`src/rtl/idli_sqi_ctrl.sv`:
```
// idli_sqi_ctrl: quad-SPI serial SRAM controller. It turns single-word core requests into CMD/ADDR/DUMMY/DATA nibble streams.
// Optional sequential-burst continuation is enabled by defining IDLI_SQI_BURST_EN.
package idli_pkg;
    typedef enum logic {
        SQI_MODE_IN  = 1'b0,
        SQI_MODE_OUT = 1'b1
    } sqi_mode_t;
endpackage

module idli_sqi_ctrl
    import idli_pkg::*;
#(
    parameter int  NUM_CHIPS    = 2,
    parameter int  ADDR_W       = 24,
    parameter int  DATA_NIBBLES = 4,
    localparam int CHIP_W       = (NUM_CHIPS > 1) ? $clog2(NUM_CHIPS) : 1,
    localparam int W            = 4 * DATA_NIBBLES
) (
    input  logic                 i_clk,
    input  logic                 i_rst_n,
    input  logic                 i_req,
    output logic                 o_ready,
    input  logic                 i_we,
    input  logic [CHIP_W-1:0]    i_chip,
    input  logic [ADDR_W-1:0]    i_addr,
    input  logic [W-1:0]         i_wdata,
    output logic                 o_done,
    output logic [W-1:0]         o_rdata,
    output logic                 o_sqi_sck,
    output logic [NUM_CHIPS-1:0] o_sqi_cs_n,
    output logic [3:0]           o_sqi_sio,
    input  logic [3:0]           i_sqi_sio,
    output sqi_mode_t            o_sqi_mode,
    output logic [2:0]           o_dbg_state
);

    localparam int A     = ADDR_W / 4;
    localparam int D     = DATA_NIBBLES;
    localparam int CNT_W = 8;

    localparam logic [2:0] ST_IDLE  = 3'd0;
    localparam logic [2:0] ST_CMD   = 3'd1;
    localparam logic [2:0] ST_ADDR  = 3'd2;
    localparam logic [2:0] ST_DUMMY = 3'd3;
    localparam logic [2:0] ST_DATA  = 3'd4;
    localparam logic [2:0] ST_END   = 3'd5;

    logic [2:0]        state;
    logic              phase;
    logic [CNT_W-1:0]  cnt;
    logic [CNT_W-1:0]  last_cnt;
    logic              we_q;
    logic [CHIP_W-1:0] chip_q;
    logic [ADDR_W-1:0] addr_sh;
    logic [W-1:0]      wd_sh;
    logic [W-5:0]      rx_sh;
    logic [W-1:0]      rx_next;
    logic              pend_q;
    logic              chip_ok;
    logic              last_nib;
    logic              burst_slot;
    logic              seq_cont;
    logic              accept;
    logic              active;

    // Handshake: a request transfers on any cycle where i_req && o_ready.
    assign chip_ok  = (int'(chip_q) < NUM_CHIPS);
    assign rx_next  = {rx_sh, i_sqi_sio};
    assign last_nib = (cnt == last_cnt);

    always_comb begin
        last_cnt = '0;
        case (state)
            ST_CMD, ST_DUMMY: last_cnt = CNT_W'(1);
            ST_ADDR:          last_cnt = CNT_W'(A - 1);
            ST_DATA:          last_cnt = CNT_W'(D - 1);
            default:          last_cnt = '0;
        endcase
    end

`ifdef IDLI_SQI_BURST_EN
    logic [ADDR_W-1:0] addr_q;

    // The final DATA nibble's high phase doubles as an acceptance slot for a follow-on request.
    assign burst_slot = (state == ST_DATA) && phase && last_nib;
    assign seq_cont   = burst_slot && (i_we == we_q) && (i_chip == chip_q) &&
                        (i_addr == addr_q + ADDR_W'(D / 2));
`else
    assign burst_slot = 1'b0;
    assign seq_cont   = 1'b0;
`endif

    assign o_ready     = (state == ST_IDLE) || burst_slot;
    assign accept      = i_req && o_ready;
    assign o_dbg_state = state;

    always_ff @(posedge i_clk or negedge i_rst_n) begin
        if (!i_rst_n) begin
            state   <= ST_IDLE;
            phase   <= 1'b0;
            cnt     <= '0;
            we_q    <= 1'b0;
            chip_q  <= '0;
            addr_sh <= '0;
            wd_sh   <= '0;
            rx_sh   <= '0;
            pend_q  <= 1'b0;
            o_done  <= 1'b0;
            o_rdata <= '0;
`ifdef IDLI_SQI_BURST_EN
            addr_q  <= '0;
`endif
        end else begin
            o_done <= 1'b0;
            case (state)
                ST_IDLE: begin
                    phase <= 1'b0;
                    cnt   <= '0;
                    if (accept) begin
                        state <= ST_CMD;
                    end
                end
                ST_CMD, ST_ADDR, ST_DUMMY, ST_DATA: begin
                    phase <= ~phase;
                    // Everything advances at the edge that closes the SCK-high phase.
                    if (phase) begin
                        cnt <= last_nib ? '0 : cnt + 1'b1;
                        if (state == ST_ADDR) begin
                            addr_sh <= addr_sh << 4;
                        end
                        if (state == ST_DATA) begin
                            if (we_q) begin
                                wd_sh <= wd_sh << 4;
                            end else begin
                                rx_sh <= rx_next[W-5:0];
                            end
                        end
                        if (last_nib) begin
                            case (state)
                                ST_CMD:   state <= ST_ADDR;
                                ST_ADDR:  state <= we_q ? ST_DATA : ST_DUMMY;
                                ST_DUMMY: state <= ST_DATA;
                                default: begin
                                    o_done <= 1'b1;
                                    if (!we_q) begin
                                        o_rdata <= chip_ok ? rx_next : '0;
                                    end
                                    if (seq_cont) begin
                                        state <= ST_DATA;
                                    end else begin
                                        state  <= ST_END;
                                        pend_q <= accept;
                                    end
                                end
                            endcase
                        end
                    end
                end
                ST_END: begin
                    phase <= ~phase;
                    if (phase) begin
                        state  <= pend_q ? ST_CMD : ST_IDLE;
                        pend_q <= 1'b0;
                    end
                end
                default: begin
                    state <= ST_IDLE;
                    phase <= 1'b0;
                end
            endcase

            if (accept) begin
                we_q    <= i_we;
                chip_q  <= i_chip;
                addr_sh <= i_addr;
                wd_sh   <= i_wdata;
`ifdef IDLI_SQI_BURST_EN
                addr_q  <= i_addr;
`endif
            end
        end
    end

    always_comb begin
        o_sqi_sio  = 4'h0;
        o_sqi_mode = SQI_MODE_IN;
        o_sqi_cs_n = '1;
        active     = 1'b0;
        case (state)
            ST_CMD: begin
                active     = 1'b1;
                o_sqi_mode = SQI_MODE_OUT;
                o_sqi_sio  = cnt[0] ? (we_q ? 4'h2 : 4'h3) : 4'h0;
            end
            ST_ADDR: begin
                active     = 1'b1;
                o_sqi_mode = SQI_MODE_OUT;
                o_sqi_sio  = addr_sh[ADDR_W-1 -: 4];
            end
            ST_DUMMY: begin
                active = 1'b1;
            end
            ST_DATA: begin
                active = 1'b1;
                if (we_q) begin
                    o_sqi_mode = SQI_MODE_OUT;
                    o_sqi_sio  = wd_sh[W-1 -: 4];
                end
            end
            default: begin
                active = 1'b0;
            end
        endcase
        o_sqi_sck = active & phase;
        // An out-of-range chip index runs the sequence with every select left high.
        if (active && chip_ok) begin
            for (int i = 0; i < NUM_CHIPS; i++) begin
                if (int'(chip_q) == i) begin
                    o_sqi_cs_n[i] = 1'b0;
                end
            end
        end
    end

endmodule

```
`config.mk`:
```
export PLATFORM = sky130hd
export DESIGN_NAME = idli_sqi_ctrl
export DESIGN_NICKNAME = d
export VERILOG_FILES = /design/src/rtl/idli_sqi_ctrl.sv
export SDC_FILE = /design/constraint.sdc
export NUM_CORES = 1
export LEC_CHECK = 0
export ABC_AREA = 1
export CORE_ASPECT_RATIO = 0.75
export CORE_UTILIZATION = 49
export CTS_BUF_LIST = sky130_fd_sc_hd__clkbuf_4
export CTS_CLUSTER_DIAMETER = 100
export CTS_CLUSTER_SIZE = 24
export DETAILED_ROUTE_END_ITERATION = 10
export PLACE_DENSITY_LB_ADDON = 0.08
export SYNTH_ARGS = -nofsm -noshare
export SYNTH_HDL_FRONTEND = slang
export SYNTH_SLANG_ARGS = --single-unit
```
`constraint.sdc`:
```
create_clock -name i_clk -period 1.6 [get_ports i_clk]
set_input_delay 0.16 -clock i_clk [delete_from_list [all_inputs] [get_ports i_clk]]
set_output_delay 0.16 -clock i_clk [all_outputs]
set_load 0.05 [all_outputs]
```
After elaboration in Yosys (flattened, before gate mapping)
Index checks and enable logic that the tools add are counted.
{"block": "word_totals", "ff_bits": 84, "inputBits": 49, "output_inout_bits": 29, "wordCells": 89}
{"block": "classes", "n_addsub": 1, "n_eq_ne": 11, "muxes": 41, "bitwise": 4, "reduce_logical": 21}
{"op": "two-way mux 24 bit", "n": 4}
{"op": "two-way mux 16 bit", "n": 5}
{"op": "one-hot mux 3 bit (3 select lines)", "n": 3}
{"op": "two-way mux 8 bit", "n": 2}
{"op": "one-hot mux 8 bit (2 select lines)", "n": 1}
{"op": "two-way mux 1 bit", "n": 15}
{"op": "two-way mux 3 bit", "n": 5}
{"op": "nonzero test 2 bit", "n": 7}
{"op": "one-hot mux 4 bit (3 select lines)", "n": 1}
{"op": "AND reduction 4 bit", "n": 3}
{"op": "AND reduction 5 bit", "n": 2}
{"op": "adder 8 x 1 -> 8 bit (second input constant)", "n": 1}
{"op": "equality test 8 bit", "n": 1}
{"op": "equality test 3 x 2 -> 1 bit (second input constant)", "n": 2}
{"op": "equality test 3 bit (second input constant)", "n": 2}
{"op": "inequality test 2 x 1 -> 1 bit (second input constant)", "n": 3}
{"op": "OR reduction 5 bit", "n": 1}
{"op": "two-way mux 2 bit", "n": 2}
{"op": "two-way mux 4 bit", "n": 1}
{"op": "inequality test 2 bit (second input constant)", "n": 2}
{"op": "one-hot mux 1 bit (2 select lines)", "n": 2}
{"op": "OR reduction 2 bit", "n": 2}
{"op": "OR reduction 4 bit", "n": 1}
{"op": "equality test 3 x 1 -> 1 bit (second input constant)", "n": 1}
{"op": "7 further kinds", "n": 9}

Longest topological paths before layout
{"block": "logic_depth", "ltp_word": 7, "mapped_depth": 12, "mapped_depth_nobuf": 10}

Least setup slack after synthesis
OpenSTA, ideal clock, no wires.
{"block": "synth_path", "kind": "reg-to-output", "startpoint": "register state[1], in the netlist o_dbg_state[1]", "endpoint": "output o_sqi_sio[2]", "arrival_ps": 2145, "required_time_ps": 1440, "path_slack_ps": -705, "path_stages_with_launch": 7, "n_path_buf": 1, "path_cell_list": "dfrtp_1 > buf_6 > nor2_2 > nand2_2 > nor2_1 > inv_1 > o22ai_1"}
{"block": "synth_between", "elab_chain_cells": 2, "elab_cells_between_ends": 4, "cone_classes": "eq/ne (3); mux (1)"}
{"element": "start, declared", "line_no": "48", "rtl": "logic [2:0] state;"}
{"element": "start signal, assigned", "line_no": "141", "rtl": "ST_ADDR: state <= we_q ? ST_DATA : ST_DUMMY;"}
{"element": "start signal, assigned", "line_no": "162", "rtl": "state <= pend_q ? ST_CMD : ST_IDLE;"}
{"element": "equality test 3 bit (tied with other cells)", "line_no": "189", "rtl": "case (state)"}
{"element": "one-hot mux 4 bit (3 select lines) (*)", "line_no": "189"}
{"element": "end, declared", "line_no": "31", "rtl": "output logic [3:0] o_sqi_sio,"}
Mark *: on every way between the ends. The rest lies on a longest branch, timed or not.

Worst setup path after layout
{"block": "layout_path", "startpoint": "register state[1], in the netlist o_dbg_state[1]", "endpoint": "output o_sqi_cs_n[0]"}
{"block": "layout_between", "elab_chain_cells": 4, "elab_cells_between_ends": 7, "cone_classes": "eq/ne (4); mux (2); reduce/logical (1)"}
{"element": "equality test 3 x 2 -> 1 bit (tied with other cells)", "line_no": "189"}
{"element": "OR reduction 4 bit (no source line) (*)"}
{"element": "two-way mux 1 bit (*)", "line_no": "189"}
{"element": "two-way mux 2 bit (*)", "line_no": "216", "rtl": "if (active && chip_ok) begin"}
{"element": "end, declared", "line_no": "30", "rtl": "output logic [NUM_CHIPS-1:0] o_sqi_cs_n,"}
Marks and branches as above.

==> flow_metrics.py <==
metrics = {
    "status": {
        "status": "complete, but fails checks",
        "violations": "setup timing",
    },
    "detailed_routing": {
        "viasPerCell": 5.13,
        "wl_per_cell_um": 14.6,
        "vias": 3592,
        "drtPass1Iterations": 4,
        "ant_nets": 0,
        "totalWireLength_um": 10200,
        "drc": 0,
        "drt_iter0_drc": 172,
    },
    "cts": {
        "numClockSinks": 84,
        "root_buffer": "clkbuf_4",
        "cts.clk_slew.worst_paths_ns": 0.14,
        "clk_latency_ns": 0.43,
        "cts_tree": "done",
        "cts_buffers": 9,
        "cts.htree.levels": 3,
        "cts_max_path_buffers": 2,
    },
    "grt": {
        "grt_pass1_wl_um": 15900,
        "grt_pass1_vias": 3430,
        "grt.overflow.total": 0,
        "grtUsageTotal_pct": 23.2,
        "grt_max_degree": 39,
        "antenna_found_initial": 0,
    },
    "setup_path": {
        "required_ns": 1.44,
        "max_stage_delay_ns": 0.49,
        "r2r_slack_ns": -0.25,
        "setup.worst_path.class": "reg2out",
        "critPathMaxFanout": 5,
        "reg2reg_to": "o_rdata[11]$_DFFE_PN0P_",
        "reg2reg_depth": 11,
        "crit_chain": "inv_1 > nand3_2 > nand2_4 > nor2_8 > or2_4 > buf_8",
        "cp-end-kind": "output port",
        "crit_slowest_cell": "dfrtp_2",
        "r2r-start": "o_dbg_state[1]$_DFFE_PN0P_",
        "cp.arrival_ns": 1.73,
        "startpoint_type": "flop",
    },
    "sta": {
        "fin_crit_sh_pct": 118,
        "setup_slack_ns": -0.286,
        "whs_ns": 0.230,
        "tns_ns": -7.32,
        "fin_crit_ns": 1.89,
        "fmax_ghz": 0.530,
        "slew_viol_final": 0,
        "rsz0062_at_grt": "true",
        "setup_viol": 51,
        "slew_headroom_pct": 62.3,
        "finalHoldViolations": 0,
        "worst_slew_pin_slew_ns": 0.566,
        "skew_ns": 0.0132,
    },
    "pwr": {
        "p_total_mw": 12.7,
        "sw_frac_of_total_pct": 46.0,
        "pwr-share-clk_pct": 9.8,
        "vdd.ir_drop.worst_mv": 1.32,
        "power_leakage_nw": 2.85,
        "power_density_nw_per_um2": 2080,
        "seqPwrFrac_pct": 28.1,
        "internal_power_mw": 6.83,
        "switchingPower_mw": 5.82,
        "pwr-share-comb_pct": 62.1,
    },
    "logic_synthesis": {
        "synthDominantCellAreaShare_pct": 50.5,
        "syn-num-nets": 515,
        "netlist_top_cells_area": "dfrtp_1 (50%), nand2_1 (9.4%), o21ai_2 (6.3%), inv_1 (5.0%), o21ai_0 (4.1%)",
        "seq_area_frac_synth_pct": 50.5,
        "syn_area_um2": 4160,
        "synth_cell_type_count": 36,
        "synth_top_area_cell": "dfrtp_1",
        "yosysWarnings": 0,
        "synth-seq-cells": 84,
        "netlist_instances": 465,
        "avgSynthCellArea_um2": 8.95,
    },
    "placed_design": {
        "dp_cells": 658,
        "place_congestion": 0.805,
        "dpl.hpwl_um": 6450,
        "portBuffers": 77,
        "dp_slack_ns": 0.00189,
    },
    "die": {
        "ioPinCount": 78,
        "die_area_um2": 8870,
        "die_h_um": 81.8,
        "rows": 28,
        "initial_core_util_pct": 51.7,
        "core-area_um2": 8060,
        "die_w_um": 108,
    },
    "flow_run": {
        "max_cap_violations": 0,
    },
    "final_layout": {
        "layout_common_cells": "nand2_1 (85), dfrtp_1 (81), inv_1 (54), buf_4 (54), clkdlybuf4s50_1 (47)",
        "instances_no_fill": 700,
        "layout_commonest_cell": "nand2_1",
        "nets": 640,
        "n_antenna_cell": 0,
        "drive_above_1_share_pct": 36.3,
        "syn_to_final_growth_pct": 46.1,
    },
    "min_path": {
        "min_path_type": "in2async",
    },
}
-- worst max-delay path, delay by kind of cell, from the launching register on --
family | cells | cell delay, ns
buffers and inverters | 2 | 0.26
and+or+nand+nor | 4 | 0.54
DFF | 1 | 0.49
-- power by group through the flow --
stage	sequential, mW	combinational [mW]	clock (mW)
global placement	3.51	6.21	0
global route	3.65	8.45	1.37
finish	3.55	7.86	1.24
CTS	3.53	7.20	1.28
floorplan	4.13	3.73	0
detailed placement	3.54	6.33	0
-- layout make-up --
| type | instances | area, um2 |
|---|---|---|
| repair buffers | 135 | 1490 |
| inverters | 61 | 241 |
| flip-flops and latches | 84 | 2110 |
| multi-input cells | 299 | 1980 |
| clock buffers | 10 | 75.1 |
| well taps | 105 | 131 |
| fillers | 561 | 1970 |
| clock inverters | 6 | 63.8 |
-- worst max path at each step --
stage                             endpoint                  startpoint
global route                 o_sqi_cs_n[0]  o_dbg_state[1]$_DFFE_PN0P_
floorplan            wd_sh[10]$_DFFE_PN0P_  o_dbg_state[1]$_DFFE_PN0P_
global placement              o_sqi_sio[2]  o_dbg_state[1]$_DFFE_PN0P_
detailed placement  o_rdata[0]$_DFFE_PN0P_  o_dbg_state[1]$_DFFE_PN0P_
finish                       o_sqi_cs_n[0]  o_dbg_state[1]$_DFFE_PN0P_
CTS                          o_sqi_cs_n[0]  o_dbg_state[1]$_DFFE_PN0P_
-- flip-flops by register name (all words and copies together), names as in the netlist, 3 cells and up --
register     count
addr_sh         24
o_rdata         16
wd_sh           16
rx_sh           12
cnt              8
o_dbg_state      3
-- synth_stat cells --
library cell / number
nand3_2: 1
o21ai_4: 1
buf_2: 10
a21oi_2: 4
nor2_1: 28
inv_2: 5
nand3_4: 2
nand2_4: 7
ha_1: 1
a21oi_1: 5
o21ai_0: 34
nand2_1: 104
or2_2: 1
nor2_4: 1
clkbuf_1: 3
o211ai_1: 5
o21ai_1: 5
o2111ai_1: 1
nor2_2: 2
dfrtp_1: 84
buf_4: 1
nor3_1: 3
o22ai_1: 6
nor3_4: 1
xor2_1: 2
o21a_1: 3
o221ai_1: 2
nand4_1: 7
o21bai_2: 1
nand2_2: 18
a31oi_1: 11
o21ai_2: 30
nand3_1: 12
buf_6: 7
nor2_8: 1
inv_1: 56
-- per-layer routing --
layer | vias up | routed length [um] | GRT usage, %
li1 | 1764 | - | -
met1 | 1719 | 4590 | 31.1
met2 | 100 | 4980 | 37.7
met3 | 9 | 596 | 6.67
met4 | 0 | 53 | 5.14
met5 | - | 0 | 0
-- what timing repair did --
| action | CTS | global route |
|---|---|---|
| resized for setup | 52 | 36 |
| pin swaps | 8 | 10 |
| setup endpoints to repair | 29 | 77 |
| hold endpoints to repair | 34 | 0 |
| hold buffers | 1 | 0 |
| setup buffers | 13 | 7 |
| gates cloned | 1 | 5 |
-- logic make-up after synthesis --
group	count (synthesis)	share of synthesized area, %
buf+inv	82	9.04
simple gates	188	22.0
compound gates	108	17.7
flops	84	50.5
xor+xnor	2	0.421
fa+ha+maj	1	0.300
-- through the flow --
step	cell area (um2)	utilization (%)
final	6080	75.5
after global routing	6080	75.5
after CTS	5820	72.2
after detailed placement	5320	66.0
after global placement	5320	66.0
after floorplan	4240	-
Power figures use the tool's default switching activity.
